**config.mk**
```make
export PLATFORM = sky130hd
export DESIGN_NAME = aes_round_sequencer
export DESIGN_NICKNAME = d
export VERILOG_FILES = /design/src/rtl/aes_pkg.sv /design/src/rtl/aes_byte_shifter.sv /design/src/rtl/aes_round_sequencer.sv
export SDC_FILE = /design/constraint.sdc
export NUM_CORES = 1
export LEC_CHECK = 0
export ABC_AREA = 0
export ABC_CLOCK_PERIOD_IN_PS = 2300
export CAP_MARGIN = 20
export CORE_AREA = 4 4 210 212
export CTS_CLUSTER_SIZE = 25
export DETAILED_ROUTE_END_ITERATION = 6
export DIE_AREA = 0 0 214 216
export MAX_ROUTING_LAYER = met4
export PLACE_DENSITY = 0.82
export SLEW_MARGIN = 20
export SYNTH_ARGS = -nofsm -noshare
export SYNTH_HDL_FRONTEND = slang
export SYNTH_HIERARCHICAL = 1
export SYNTH_SLANG_ARGS = --single-unit
```
**constraint.sdc**
```tcl
create_clock -name clk -period 2.3 [get_ports clk]
set_input_delay 0.46 -clock clk [delete_from_list [all_inputs] [get_ports clk]]
set_output_delay 0.46 -clock clk [all_outputs]
set_load 0.01 [all_outputs]
```
**src/rtl/aes_pkg.sv**
```systemverilog
// Shared widths, round count and sequencer state encoding
// for the iterative AES-128 datapath controller.
package aes_pkg;

    localparam int AES_BLOCK_W   = 128;
    localparam int AES_BYTES     = 16;
    localparam int AES128_ROUNDS = 10;

    typedef enum logic [1:0] {
        LOAD,
        ROUND,
        DRAIN
    } seq_state_e;

endpackage

```
**src/rtl/aes_byte_shifter.sv**
```systemverilog
// 128-bit register that shifts left one byte at a time
// or takes a full-width parallel load (load wins).
module aes_byte_shifter
    import aes_pkg::*;
(
    input  logic                   clk,
    input  logic                   rst,
    input  logic                   shift_en,
    input  logic [7:0]             shift_byte,
    input  logic                   load_en,
    input  logic [AES_BLOCK_W-1:0] load_val,
    output logic [AES_BLOCK_W-1:0] q
);

    always_ff @(posedge clk) begin
        if (!rst) begin
            q <= '0;
        end else if (load_en) begin
            q <= load_val;
        end else if (shift_en) begin
            q <= {q[AES_BLOCK_W-9:0], shift_byte};
        end
    end

endmodule

```
**src/rtl/aes_round_sequencer.sv**
```systemverilog
// Iterative AES-128 controller: byte-serial load, shared
// round/key units for rounds 1..NUM_ROUNDS, byte-serial drain.
module aes_round_sequencer
    import aes_pkg::*;
#(
    parameter int ROUND_LAT  = 1,
    parameter int NUM_ROUNDS = AES128_ROUNDS
) (
    input  logic                   clk,
    input  logic                   rst,
    input  logic                   enable,
    input  logic [7:0]             key_byte,
    input  logic [7:0]             state_byte,
    input  logic                   in_valid,
    output logic                   in_ready,
    output logic [7:0]             state_out_byte,
    output logic                   out_valid,
    input  logic                   out_ready,
    output logic [AES_BLOCK_W-1:0] rnd_state_o,
    output logic [AES_BLOCK_W-1:0] rnd_key_o,
    output logic [3:0]             rnd_num_o,
    output logic                   rnd_final_o,
    input  logic [AES_BLOCK_W-1:0] rnd_state_i,
    input  logic [AES_BLOCK_W-1:0] rnd_key_i,
    output logic                   busy,
    output logic                   load,
    output logic                   ready
);

    localparam logic [3:0] LAT_LAST  = 4'(ROUND_LAT - 1);
    localparam logic [3:0] RND_LAST  = 4'(NUM_ROUNDS);
    localparam logic [3:0] BYTE_LAST = 4'(AES_BYTES - 1);

    seq_state_e             st;
    logic [3:0]             byte_cnt;
    logic [3:0]             rnd;
    logic [3:0]             lat_cnt;
    logic [AES_BLOCK_W-1:0] key_reg;
    logic [AES_BLOCK_W-1:0] state_reg;

    logic                   in_fire;
    logic                   out_fire;
    logic                   last_byte;
    logic                   round_done;
    logic                   sh_load;
    logic                   sh_shift;
    logic [7:0]             sh_byte;
    logic [AES_BLOCK_W-1:0] sh_val;

    // Handshakes are gated by rst so nothing is accepted in the reset cycle.
    assign in_ready   = rst && enable && (st == LOAD);
    assign out_valid  = rst && enable && (st == DRAIN);
    assign in_fire    = in_valid && in_ready;
    assign out_fire   = out_valid && out_ready;
    assign last_byte  = (byte_cnt == BYTE_LAST);
    assign round_done = rst && enable && (st == ROUND)
                        && (lat_cnt == LAT_LAST);

    assign load  = in_fire && last_byte;
    assign ready = round_done && (rnd == RND_LAST);
    assign busy  = (st != LOAD);

    assign rnd_state_o    = state_reg;
    assign rnd_key_o      = key_reg;
    assign rnd_num_o      = (st == ROUND) ? rnd : 4'd0;
    assign rnd_final_o    = (st == ROUND) && (rnd == RND_LAST);
    assign state_out_byte = state_reg[AES_BLOCK_W-1 -: 8];

    // The 16th beat folds in the initial AddRoundKey on the way in.
    assign sh_load  = load || round_done;
    assign sh_shift = in_fire || out_fire;
    assign sh_byte  = (st == LOAD) ? state_byte : 8'h00;
    assign sh_val   = round_done ? rnd_state_i
                    : ({state_reg[AES_BLOCK_W-9:0], state_byte}
                       ^ {key_reg[AES_BLOCK_W-9:0], key_byte});

    aes_byte_shifter u_state (
        .clk        (clk),
        .rst        (rst),
        .shift_en   (sh_shift),
        .shift_byte (sh_byte),
        .load_en    (sh_load),
        .load_val   (sh_val),
        .q          (state_reg)
    );

    always_ff @(posedge clk) begin
        if (!rst) begin
            st       <= LOAD;
            byte_cnt <= '0;
            rnd      <= '0;
            lat_cnt  <= '0;
            key_reg  <= '0;
        end else if (enable) begin
            unique case (st)
                LOAD: begin
                    if (in_fire) begin
                        key_reg <= {key_reg[AES_BLOCK_W-9:0], key_byte};
                        if (last_byte) begin
                            rnd     <= 4'd1;
                            lat_cnt <= '0;
                            st      <= ROUND;
                        end else begin
                            byte_cnt <= byte_cnt + 4'd1;
                        end
                    end
                end
                ROUND: begin
                    if (lat_cnt == LAT_LAST) begin
                        key_reg <= rnd_key_i;
                        lat_cnt <= '0;
                        if (rnd == RND_LAST) begin
                            byte_cnt <= '0;
                            st       <= DRAIN;
                        end else begin
                            rnd <= rnd + 4'd1;
                        end
                    end else begin
                        lat_cnt <= lat_cnt + 4'd1;
                    end
                end
                DRAIN: begin
                    if (out_fire) begin
                        if (last_byte) begin
                            byte_cnt <= '0;
                            rnd      <= '0;
                            st       <= LOAD;
                        end else begin
                            byte_cnt <= byte_cnt + 4'd1;
                        end
                    end
                end
                default: st <= LOAD;
            endcase
        end
    end

endmodule

```
==> Word-level counts from Yosys, hierarchy flattened <==
Index checks and enable logic that the tools add are counted.
{ "totals": {"regBits": 270, "latchBits": 0, "ramBits": 0, "romBits": 0, "in_bits": 277, "output_inout_bits": 274, "elab_cells": 77, "mem_count": 0} }
{ "op_classes": {"add_sub_neg": 3, "n_mul": 0, "n_div": 0, "magnitude_cmp": 0, "n_eq_ne": 12, "shifts": 0, "mux": 32, "bitwise_logic": 1, "reduce_logical": 23} }
{ "ops": {"columns": ["cell", "count"], "rows": [
  ["2-to-1 mux 128 bit", 5],
  ["case mux 128 bit (2 select lines)", 1],
  ["XOR 128 bit", 1],
  ["2-to-1 mux 4 bit", 15],
  ["case mux 4 bit (3 select lines)", 2],
  ["AND reduction 7 bit", 2],
  ["adder 4 x 1 -> 4 bit, second input constant", 3],
  ["2-to-1 mux 2 bit", 6],
  ["!= test 2 bit, second input constant", 6],
  ["logical AND 1 bit", 10],
  ["equality test 4 bit, second input constant", 2],
  ["2-to-1 mux 8 bit", 1],
  ["case mux 4 bit (2 select lines)", 1],
  ["AND reduction 4 bit", 2],
  ["AND reduction 8 bit", 1],
  ["case mux 2 bit (3 select lines)", 1],
  ["nonzero test 2 bit", 3],
  ["zero test 4 bit", 1],
  ["!= test 2 x 1 -> 1 bit, second input constant", 2],
  ["nonzero test 3 bit", 1],
  ["equality test 2 x 1 -> 1 bit, second input constant", 1],
  ["equality test 2 bit, second input constant", 1],
  ["zero test 2 bit", 1],
  ["logical OR 1 bit", 2]
]} }

==> Depth between registers and ports, before layout <==
Gate-level depths: netlist (run 1).
{ "logic_depth": {"depth_word": 6, "ltp_mapped": 12, "ltp_nobuf": 8} }

==> By module <==
The synthesis (run 1) kept the hierarchy.
{ "modules_own_cells": {"columns": ["module", "n_inst", "cells_each", "area_each_um2", "seq_area_each_um2"], "rows": [
  ["aes_round_sequencer", 1, 1130, 9155.0, 2842.7],
  ["aes_byte_shifter", 1, 568, 6505.0, 2562.5]
]} }

==> Least setup slack after synthesis (run 1) <==
Ideal clock, no wire load.
{ "synth_path": {"path_kind": "reg2reg", "start": "register lat_cnt[0]", "end": "register u_state.q[69]", "setup_ps": 116, "t_arrival_ps": 2291, "t_required_ps": 2184, "slack_ps": -107, "stages_incl_launch_ff": 12, "path_buffers": 4, "synth_period_minus_slack_ps": 2407, "path_cell_list": "dfxtp_1 inv_1 ha_1 or3b_1 nor2_2 buf_4 buf_4 or2_2 buf_2 clkbuf_1 or2b_1 o211a_1"} }
{ "synth_via": {"elab_chain_len": 4, "elab_cells_between_ends": 6, "cone_classes": "2 x mux; 4 x reduce/logical"} }
{ "synth_rtl": {"columns": ["item", "line", "text"], "rows": [
  ["from (decl)", "aes_round_sequencer.sv:37", "logic [3:0] lat_cnt;"],
  ["from (signal assigned)", "aes_round_sequencer.sv:119", "lat_cnt <= lat_cnt + 4'd1;"],
  ["zero test 4 bit *", "aes_round_sequencer.sv:57", "&& (lat_cnt == LAT_LAST);"],
  ["logical AND 1 bit *", "aes_round_sequencer.sv:57", null],
  ["logical OR 1 bit *", "aes_round_sequencer.sv:70", "assign sh_load = load || round_done;"],
  ["via sh_load", "aes_round_sequencer.sv:45", "logic sh_load;"],
  ["2-to-1 mux 128 bit or nonzero test 2 bit (tied branches)", null, null],
  ["to (signal assigned)", "aes_byte_shifter.sv:19", "q <= load_val;"],
  ["to (signal assigned)", "aes_byte_shifter.sv:21", "q <= {q[AES_BLOCK_W-9:0], shift_byte};"],
  ["to (decl)", "aes_byte_shifter.sv:12", "output logic [AES_BLOCK_W-1:0] q"]
]} }
The timed path passes the listed nets; every way through them passes the cells marked *.
A chain may end at the register's enable or synchronous reset.

==> Final worst setup path (run 1) <==
{ "layout_path": {"start": "register lat_cnt[1]", "end": "register u_state.q[48]"} }
{ "layout_via": {"elab_chain_len": 4, "elab_cells_between_ends": 6, "cone_classes": "2 x mux; 4 x reduce/logical"} }
{ "layout_rtl": {"columns": ["item", "line", "text"], "rows": [
  ["zero test 4 bit", "aes_round_sequencer.sv:57", null],
  ["logical AND 1 bit", "aes_round_sequencer.sv:57", null],
  ["2-to-1 mux 128 bit", "aes_round_sequencer.sv:73", "assign sh_val = round_done ? rnd_state_i"],
  ["via sh_val[48]", "aes_round_sequencer.sv:48", "logic [AES_BLOCK_W-1:0] sh_val;"],
  ["2-to-1 mux 128 bit", "aes_byte_shifter.sv:18", "end else if (load_en) begin"]
]} }
The timed path passes the listed nets, and every way through them passes these cells.

==> results.env, run 1 <==
FINAL_MAX_SLEW_VIOL_COUNT=0
CLK_PIN_SLEW_WORST_PATHS_PS=60
VIA_PER_INST=5.54
LAUNCHING_POINT_OF_THE_WORST_REG2REG_PATH='lat_cnt[1]'
ASYNC_FLOP_SHARE_PCT=0
CLOCK-SINKS=270
IR_WORST_VDD_mV=0.474
GRT_MAX_DEGREE=72
SYNTHDOMINANTCELLAREASHARE_PCT=34.5
TIMING.FINAL.HOLD_VIOLATIONS=0
VIOLATIONS_IN_THE_FINAL_REPORTS='setup timing'
START_UTIL_PCT=37.3
GLOBAL_ROUTE_WIRE_LENGTH_BEFORE_REPAIR_UM=90000
TIMING_WORST_SLEW_PIN_VALUE_PS=705
FIRST_PASS_ITERATION_COUNT_OF_THE_DETAILED_ROUTER=5
CP_NUM_BUF_INV=6
FP.DIEAREA_MM2=0.0462
CP.REQUIRED_PS=2760
WIRELENGTH_UM=63900
TIMING.RR.END='u_state/q[48]'
HOLD_PATH.CLASS='in2reg'
GRT_PASS1_VIAS=15500
POST-ROUTE-MIN-PERIOD_PS=2380
KIND_OF_LAUNCH_POINT_OF_THE_WORST_SETUP_PATH='register'
TIMING.CLOCK.SKEW_PS=24.2
SYNTH_EDF_COUNT=0
SYNTHESIS.AREA_MM2=0.0157
CLOCKBUFFERDEPTH=3
ROUTED-VIA-COUNT=15700
PIN_COUNT=551
POST-ROUTE-WORST-SETUP-SLACK_PS=-78.5
HOLD_BUFFERS=0
AREA_AFTER_DPL_MM2=0.0221
DESIGN_AREA_MM2=0.0240
ROOT_BUFFER='sky130_fd_sc_hd__clkbuf_16'
GRT_USE_TOTAL_PCT=25.1
NUM-NETS-FINAL=2567
MAX_CAP_VIOLATIONS=0
CHIPHEIGHT_UM=216
SLOWEST_DELAY_PS=400
TRITONCTS='built'
SETUP_VIOL_COUNT_FINAL=16
PLACEMENT_ROWS=75
NETLIST_INSTANCES=1698
SYNTH_SEQ_AREA_SHARE_PCT=34.5
GLOBALPLACE.CONGESTION=0.940
BIGGEST_AREA_CONSUMER_AMONG_SYNTHESIZED_CELLS='sky130_fd_sc_hd__dfxtp_1'
SYNTH.LIB_CELLS_USED.DISTINCT=56
DRT.ANTENNA.VIOLATING_NETS=0
GRT_ANTENNA_BEFORE_REPAIR=1
SEQUENTIAL_CELL_AREA_MM2=0.00541
REG2REG_DEPTH=13
CRITPATHTOPFAMILY='simple AND/OR/NAND/NOR gates'
CLK_LATENCY_PS=540
CORE_MM2=0.0419
SYN_AVG_CELL_AREA_UM2=9.22
POWER.STATIC_LEAKAGE_nW=9.62
CTS_MADE_BUFFERS=34
PLACED_WIRE_LENGTH_ESTIMATE_AFTER_DETAILED_PLACEMENT_UM=44700
LAYOUT-AREA-OVERHEAD-VS-SYNTH_PCT=53.1
POWER.DENSITY_CELL_AREA_mW_PER_MM2=488
PORT_BUFFERS=550
MAX_FREQ_MHz=420
CRIT_PATH_TOP_DELAY_CELL='sky130_fd_sc_hd__or3b_4'
DIE_W_UM=214
WHS_ENDPOINT='lat_cnt[3]'
RSZ0062_AT_GRT='true'
WORST-ENDPOINT-ARRIVAL_PS=2840
SYNTH_COMMON_CELLS='270 x sky130_fd_sc_hd__dfxtp_1, 142 x sky130_fd_sc_hd__nand2_1, 134 x sky130_fd_sc_hd__nor2_1'
GLOBAL_ROUTE.OVERFLOW_TOTAL=0
ENDPOINT_KIND='register'
ROUTED_LENGTH_PER_INSTANCE_UM=22.5
MULTIINPUTGATEAREA_MM2=0.00955
CRITICAL_PATH.CELL_CHAIN='inv_2, ha_4, or3b_4, buf_6, nor2_4, buf_6, buf_12, buf_12, buf_8, nand2_1, o21ai_1, nand2b_1, o211a_1'
YOSYS_MOST_USED_DFF='sky130_fd_sc_hd__dfxtp_1'
SYNTH.FF_LATCH_COUNT=270
SYNTH.MOST_COMMON_CELL='sky130_fd_sc_hd__dfxtp_1'
TIMING.CRITICAL_PATH.FANOUT_MAX=9
FIN_CRIT_SH_PCT=103
PLACED_CELLS=2741
SYNTH.NET_COUNT=1985
WORST-R2R-SETUP-SLACK_PS=-80
HP-START='rst'
YOSYS_WARNINGS=6
FINAL_CELLS=2838
STATUS='complete, but fails checks'
1ST_ITER_DRT_VIOLS=1320
LAYOUT-DRIVE-GT1-SHARE_PCT=16.7
LAYOUT.FILLER_CELLS=3474
H-TREE-DEPTH=2
SYNTH_AREA_LEADERS='sky130_fd_sc_hd__dfxtp_1 35%, sky130_fd_sc_hd__mux2_2 9.2%, sky130_fd_sc_hd__mux2i_1 8.4%'
HOLDPATHSTAGES=4
CRITICAL_PATH_CLASS='reg2reg'
RELSLEWSLACK_PCT=53.0
STARTPOINT='lat_cnt[1]'
DRC_ERRORS=0
cell type report:
cell class	count	share of cell area [%]
Timing Repair Buffer	699	30.3
Multi-Input combinational cell	1264	39.8
Clock inverter	8	0.313
Sequential cell	270	22.6
Tap cell	539	2.81
Antenna cell	1	0.0104
Inverter	11	0.183
Clock buffer	46	4.03
cell usage in the layout (no fill, tap or decap), types with 9 or more instances in the layout:
master / count
sky130_fd_sc_hd__or2b_1: 48
sky130_fd_sc_hd__o211a_1: 128
sky130_fd_sc_hd__o21ai_2: 9
sky130_fd_sc_hd__buf_12: 24
sky130_fd_sc_hd__clkdlybuf4s50_1: 538
sky130_fd_sc_hd__nand2_1: 133
sky130_fd_sc_hd__o21ai_1: 37
sky130_fd_sc_hd__buf_4: 96
sky130_fd_sc_hd__and2_1: 11
sky130_fd_sc_hd__mux2i_1: 131
sky130_fd_sc_hd__mux2_2: 128
sky130_fd_sc_hd__a211oi_1: 129
sky130_fd_sc_hd__dfxtp_1: 266
sky130_fd_sc_hd__nand2b_1: 80
sky130_fd_sc_hd__clkbuf_16: 47
sky130_fd_sc_hd__o21ai_0: 91
sky130_fd_sc_hd__buf_6: 15
sky130_fd_sc_hd__xnor2_1: 128
sky130_fd_sc_hd__nor2_1: 134
per-stage QoR:
step,setup slack [ps],hold slack [ps],power [W],setup TNS [ps],util (%)
finish,-78.5,434,0.0117,-509,57.2
floorplan,2.94,451,0.00563,0,-
global route,-153,452,0.0121,-3850,57.2
detailed placement,-500,492,0.00661,-68110,52.7
global placement,-498,472,0.00659,-57720,52.7
CTS,-4.00,389,0.0118,-4.00,55.4
tightest hold or removal path, cell delays in order:
cell	delay, ps
sky130_fd_sc_hd__buf_4	140
sky130_fd_sc_hd__buf_4	180
sky130_fd_sc_hd__nand2_1	70
sky130_fd_sc_hd__o32ai_1	60
state kept, by name, summed over array words and instances, names as in the netlist:
signal,flops
rnd_key_o,128
u_state/q,128
byte_cnt,4
lat_cnt,4
rnd,4
st,2
kinds of logic after synthesis:
logic type,Yosys count,share of synthesized area (%)
fa+ha+maj,10,0.799
mux,259,17.6
simple gates,446,13.9
compound gates,421,20.2
flops,270,34.5
buf+inv,164,5.81
xor+xnor,128,7.16
routing by layer:
| layer | share of wire, % | track usage [%] | vias to the layer above |
|---|---|---|---|
| met2 | 48 | 41.6 | 777 |
| met5 | 0 | - | - |
| met4 | 4.5 | 10.9 | 0 |
| met3 | 6.9 | 4.70 | 173 |
| li1 | - | - | 7198 |
| met1 | 40 | 29.9 | 7579 |
repair_timing:
item	in CTS	in global routing
pin swaps	2	6
resized for setup	30	68
gates cloned	1	17
setup buffers	3	22
endpoints found under the setup margin	145	53
power by group:
part / total, W / internal [W] / switching (W) / leakage, nW
Clock: 0.00514 / 0.00304 / 0.00210 / 0.513
Combinational: 0.00157 / 0.000958 / 0.000615 / 6.91
Sequential: 0.00499 / 0.00480 / 0.000188 / 2.19
Total: 0.0117 / 0.00880 / 0.00290 / 9.62
how the worst max path moves through the flow:
| stage | end | slack, ps | cells after the start |
|---|---|---|---|
| after CTS | ready | -4 | 5 |
| after global placement | load | -500 | 4 |
| after global routing | u_state/q[48] | -150 | 13 |
| after floorplan | u_state/q[100] | 3 | 12 |
| final | u_state/q[48] | -80 | 13 |
| after detailed placement | load | -500 | 4 |
No activity file was read; power rests on OpenSTA's default activity.
==> run 2, diff against run 1 <==
SLEW_MARGIN = not set   (was 20)
==> results of run 2 <==
Same layout as run 1: the final DEF is identical, and so are final timing and power.
==> run 3, diff against run 2 <==
--- a/constraint.sdc
+++ b/constraint.sdc
@@ -3,2 +3,2 @@
 set_output_delay 0.46 -clock clk [all_outputs]
-set_load 0.01 [all_outputs]
+set_load 0.05 [all_outputs]
==> run 3 against run 2 <==
  * Worst setup slack better by 95 ps
  * The run now ends clean
  * Core utilization increased by 0.063 points
  * Fmax increased by 4.1%
  * Sequential power is 0.8% lower
  * Non-clock buffer count rose by 16
  * Cell area grew 0.11%
  * Power grew 7.6%
  * Critical path depth fell by 12
  * Clock power grew 10%
==> results.env, run 3 (synthesis results as in run 1) <==
GLOBAL_ROUTE.OVERFLOW_TOTAL=0
FP.DIEAREA_MM2=0.0462
TIMING.CLOCK.SKEW_PS=18.6
MAX_FREQ_MHz=438
GLOBAL_ROUTING_S_BUSIEST_LAYER='met2'
CHIPHEIGHT_UM=216
CRITICAL_PATH_CLASS='reg2out'
FINAL_MAX_SLEW_VIOL_COUNT=0
POWER.STATIC_LEAKAGE_nW=10.7
TIMING.SETUP.TNS_PS=0
GRT_USE_TOTAL_PCT=25.4
TIMING.HOLD.WS_PS=304
POST-ROUTE-MIN-PERIOD_PS=2280
CLK_LATENCY_PS=530
NET_SWITCHING_FRACTION_OF_THE_POWER_PCT=26.4
ROUTED_LENGTH_PER_INSTANCE_UM=21.5
POWER.DENSITY_CELL_AREA_mW_PER_MM2=524
GRT_MET3_USAGE_PCT=4.19
TIMING.CRITICAL_PATH.FANOUT_MAX=4
TIMING_WORST_SLEW_PIN_VALUE_PS=925
CRITICAL_PATH.CELL_CHAIN='clkdlybuf4s50_1'
IR_WORST_VDD_mV=0.495
CTS_MADE_BUFFERS=34
GRT_PASS1_VIAS=15900
PRE_CTS_WS_PS=-355
GLOBALPLACE.CONGESTION=0.953
WORST-ENDPOINT-ARRIVAL_PS=1820
RSZ0062_AT_GRT='true'
MAX_CAP_VIOLATIONS=0
PORT_BUFFERS=550
LAYOUT-AREA-OVERHEAD-VS-SYNTH_PCT=53.3
SLOWEST_DELAY_PS=870
1ST_ITER_DRT_VIOLS=1006
ROOT_BUFFER='sky130_fd_sc_hd__clkbuf_16'
WIRELENGTH_UM=61400
CLOCK-SINKS=270
HOLD_BUFFERS=0
CRITPATHTOPFAMILY='buffers and inverters'
DRT.ANTENNA.VIOLATING_NETS=0
CP_NUM_BUF_INV=1
NET-SWITCHING-POWER_W=0.00332
GLOBAL_ROUTE_WIRE_LENGTH_BEFORE_REPAIR_UM=92100
POWER_FRAC_CLOCK_PCT=45.0
LAYOUT-DRIVE-GT1-SHARE_PCT=17.1
PLACEMENT_ROWS=75
STATUS='complete, no violations'
H-TREE-DEPTH=2
POST-ROUTE-WORST-SETUP-SLACK_PS=16.1
CELLINTERNALPOWER_W=0.00926
DIE_W_UM=214
NUM-NETS-FINAL=2583
TIMING.FINAL.HOLD_VIOLATIONS=0
RELSLEWSLACK_PCT=38.3
FIN_CRIT_SH_PCT=99.3
CLOCKBUFFERDEPTH=3
CP.REQUIRED_PS=1840
TRITONCTS='built'
VIA_PER_INST=5.43
SETUP_VIOL_COUNT_FINAL=0
PIN_COUNT=551
ROUTED-VIA-COUNT=15500
ENDPOINT_KIND='output pin'
GRT_ANTENNA_BEFORE_REPAIR=1
DRC_ERRORS=0
GRT_MAX_DEGREE=106
HOLD_PATH.CLASS='in2reg'
HIGHEST_COUNT_CELLS_IN_THE_LAYOUT_IGNORING_FILL_AND_TAPS='416 x sky130_fd_sc_hd__clkdlybuf4s50_1, 264 x sky130_fd_sc_hd__dfxtp_1, 141 x sky130_fd_sc_hd__nand2_1'
MOSTFREQUENTLAYOUTCELL='sky130_fd_sc_hd__clkdlybuf4s50_1'
GLOBAL_ROUTE.USAGE.MET1_PCT=30.1
CLK_PIN_SLEW_WORST_PATHS_PS=60
KIND_OF_LAUNCH_POINT_OF_THE_WORST_SETUP_PATH='register'
FIRST_PASS_ITERATION_COUNT_OF_THE_DETAILED_ROUTER=5
GLOBAL_ROUTE.USAGE.MET2_PCT=43.5
PART_OF_THE_POWER_IN_COMBINATIONAL_LOGIC_PCT=15.6
CORE_MM2=0.0419
SEQUENTIALPOWERSHARE_PCT=39.3
CRIT_PATH_TOP_DELAY_CELL='sky130_fd_sc_hd__clkdlybuf4s50_1'
START_UTIL_PCT=37.3
PLACED_WIRE_LENGTH_ESTIMATE_AFTER_DETAILED_PLACEMENT_UM=45500
==> run 3: metal layers <==
layer,up-vias,wire length [um],share of wire [%]
met5,-,0,0
li1,7228,-,-
met1,7467,25100,41
met2,674,30100,49
met3,153,3850,6.3
met4,0,2350,3.8
==> run 3: worst register-to-register path: stages, from the launching register on <==
cell and delay [ps]:
sky130_fd_sc_hd__dfxtp_2 320, sky130_fd_sc_hd__inv_2 60, sky130_fd_sc_hd__ha_4 120, sky130_fd_sc_hd__or3b_4 390, sky130_fd_sc_hd__buf_4 170, sky130_fd_sc_hd__nor2_4 160
sky130_fd_sc_hd__or2_4 240, sky130_fd_sc_hd__buf_12 230, sky130_fd_sc_hd__or2b_1 270, sky130_fd_sc_hd__o211a_1 130
==> run 3: cell type report <==
type	count	area, um^2
clock inverters	11	149
repair buffers	715	7210
multi-input cells	1264	9470
clock buffers	50	1040
well taps	539	674
flip-flops and latches	270	5410
diodes	1	2.50
inverters	11	43.8
fillers	3586	17900
==> run 3: stage by stage <==
step	util, %	total power [W]	cell area, um^2	instances
3_5_place_dp	53.8	0.00701	22600	2781
2_1_floorplan	-	0.00598	15700	1698
3_3_place_gp	53.8	0.00698	22600	2781
4_1_cts	56.7	0.0127	23800	2851
6_report	57.2	0.0126	24000	2861
5_1_grt	57.2	0.0130	24000	2861
==> run 3: path summary, 6_finish.rpt <==
kind	startpoint	end	slack, ps	cells after the start
min reg2reg	rnd_key_o[125]	rnd_key_o[125]	510	2
max	u_state/q[5]	rnd_state_o[5]	20	1
max reg2reg	lat_cnt[1]	u_state/q[58]	90	9
min	rst	st[0]	300	3
==> run 3: power by group through the flow <==
stage	logic, W	clock network, W	registers [W]
final	0.00197	0.00567	0.00495
after global routing	0.00207	0.00593	0.00496
after CTS	0.00196	0.00576	0.00495
after floorplan	0.000559	0	0.00542
after global placement	0.00193	0	0.00505
after detailed placement	0.00196	0	0.00505
==> run 3: repair_timing <==
action / in CTS / in global routing
setup buffers: 9 / 7
endpoints found under the setup margin: 92 / 46
gates cloned: 0 / 2
gates resized for setup: 100 / 46
pin swaps: 4 / 4
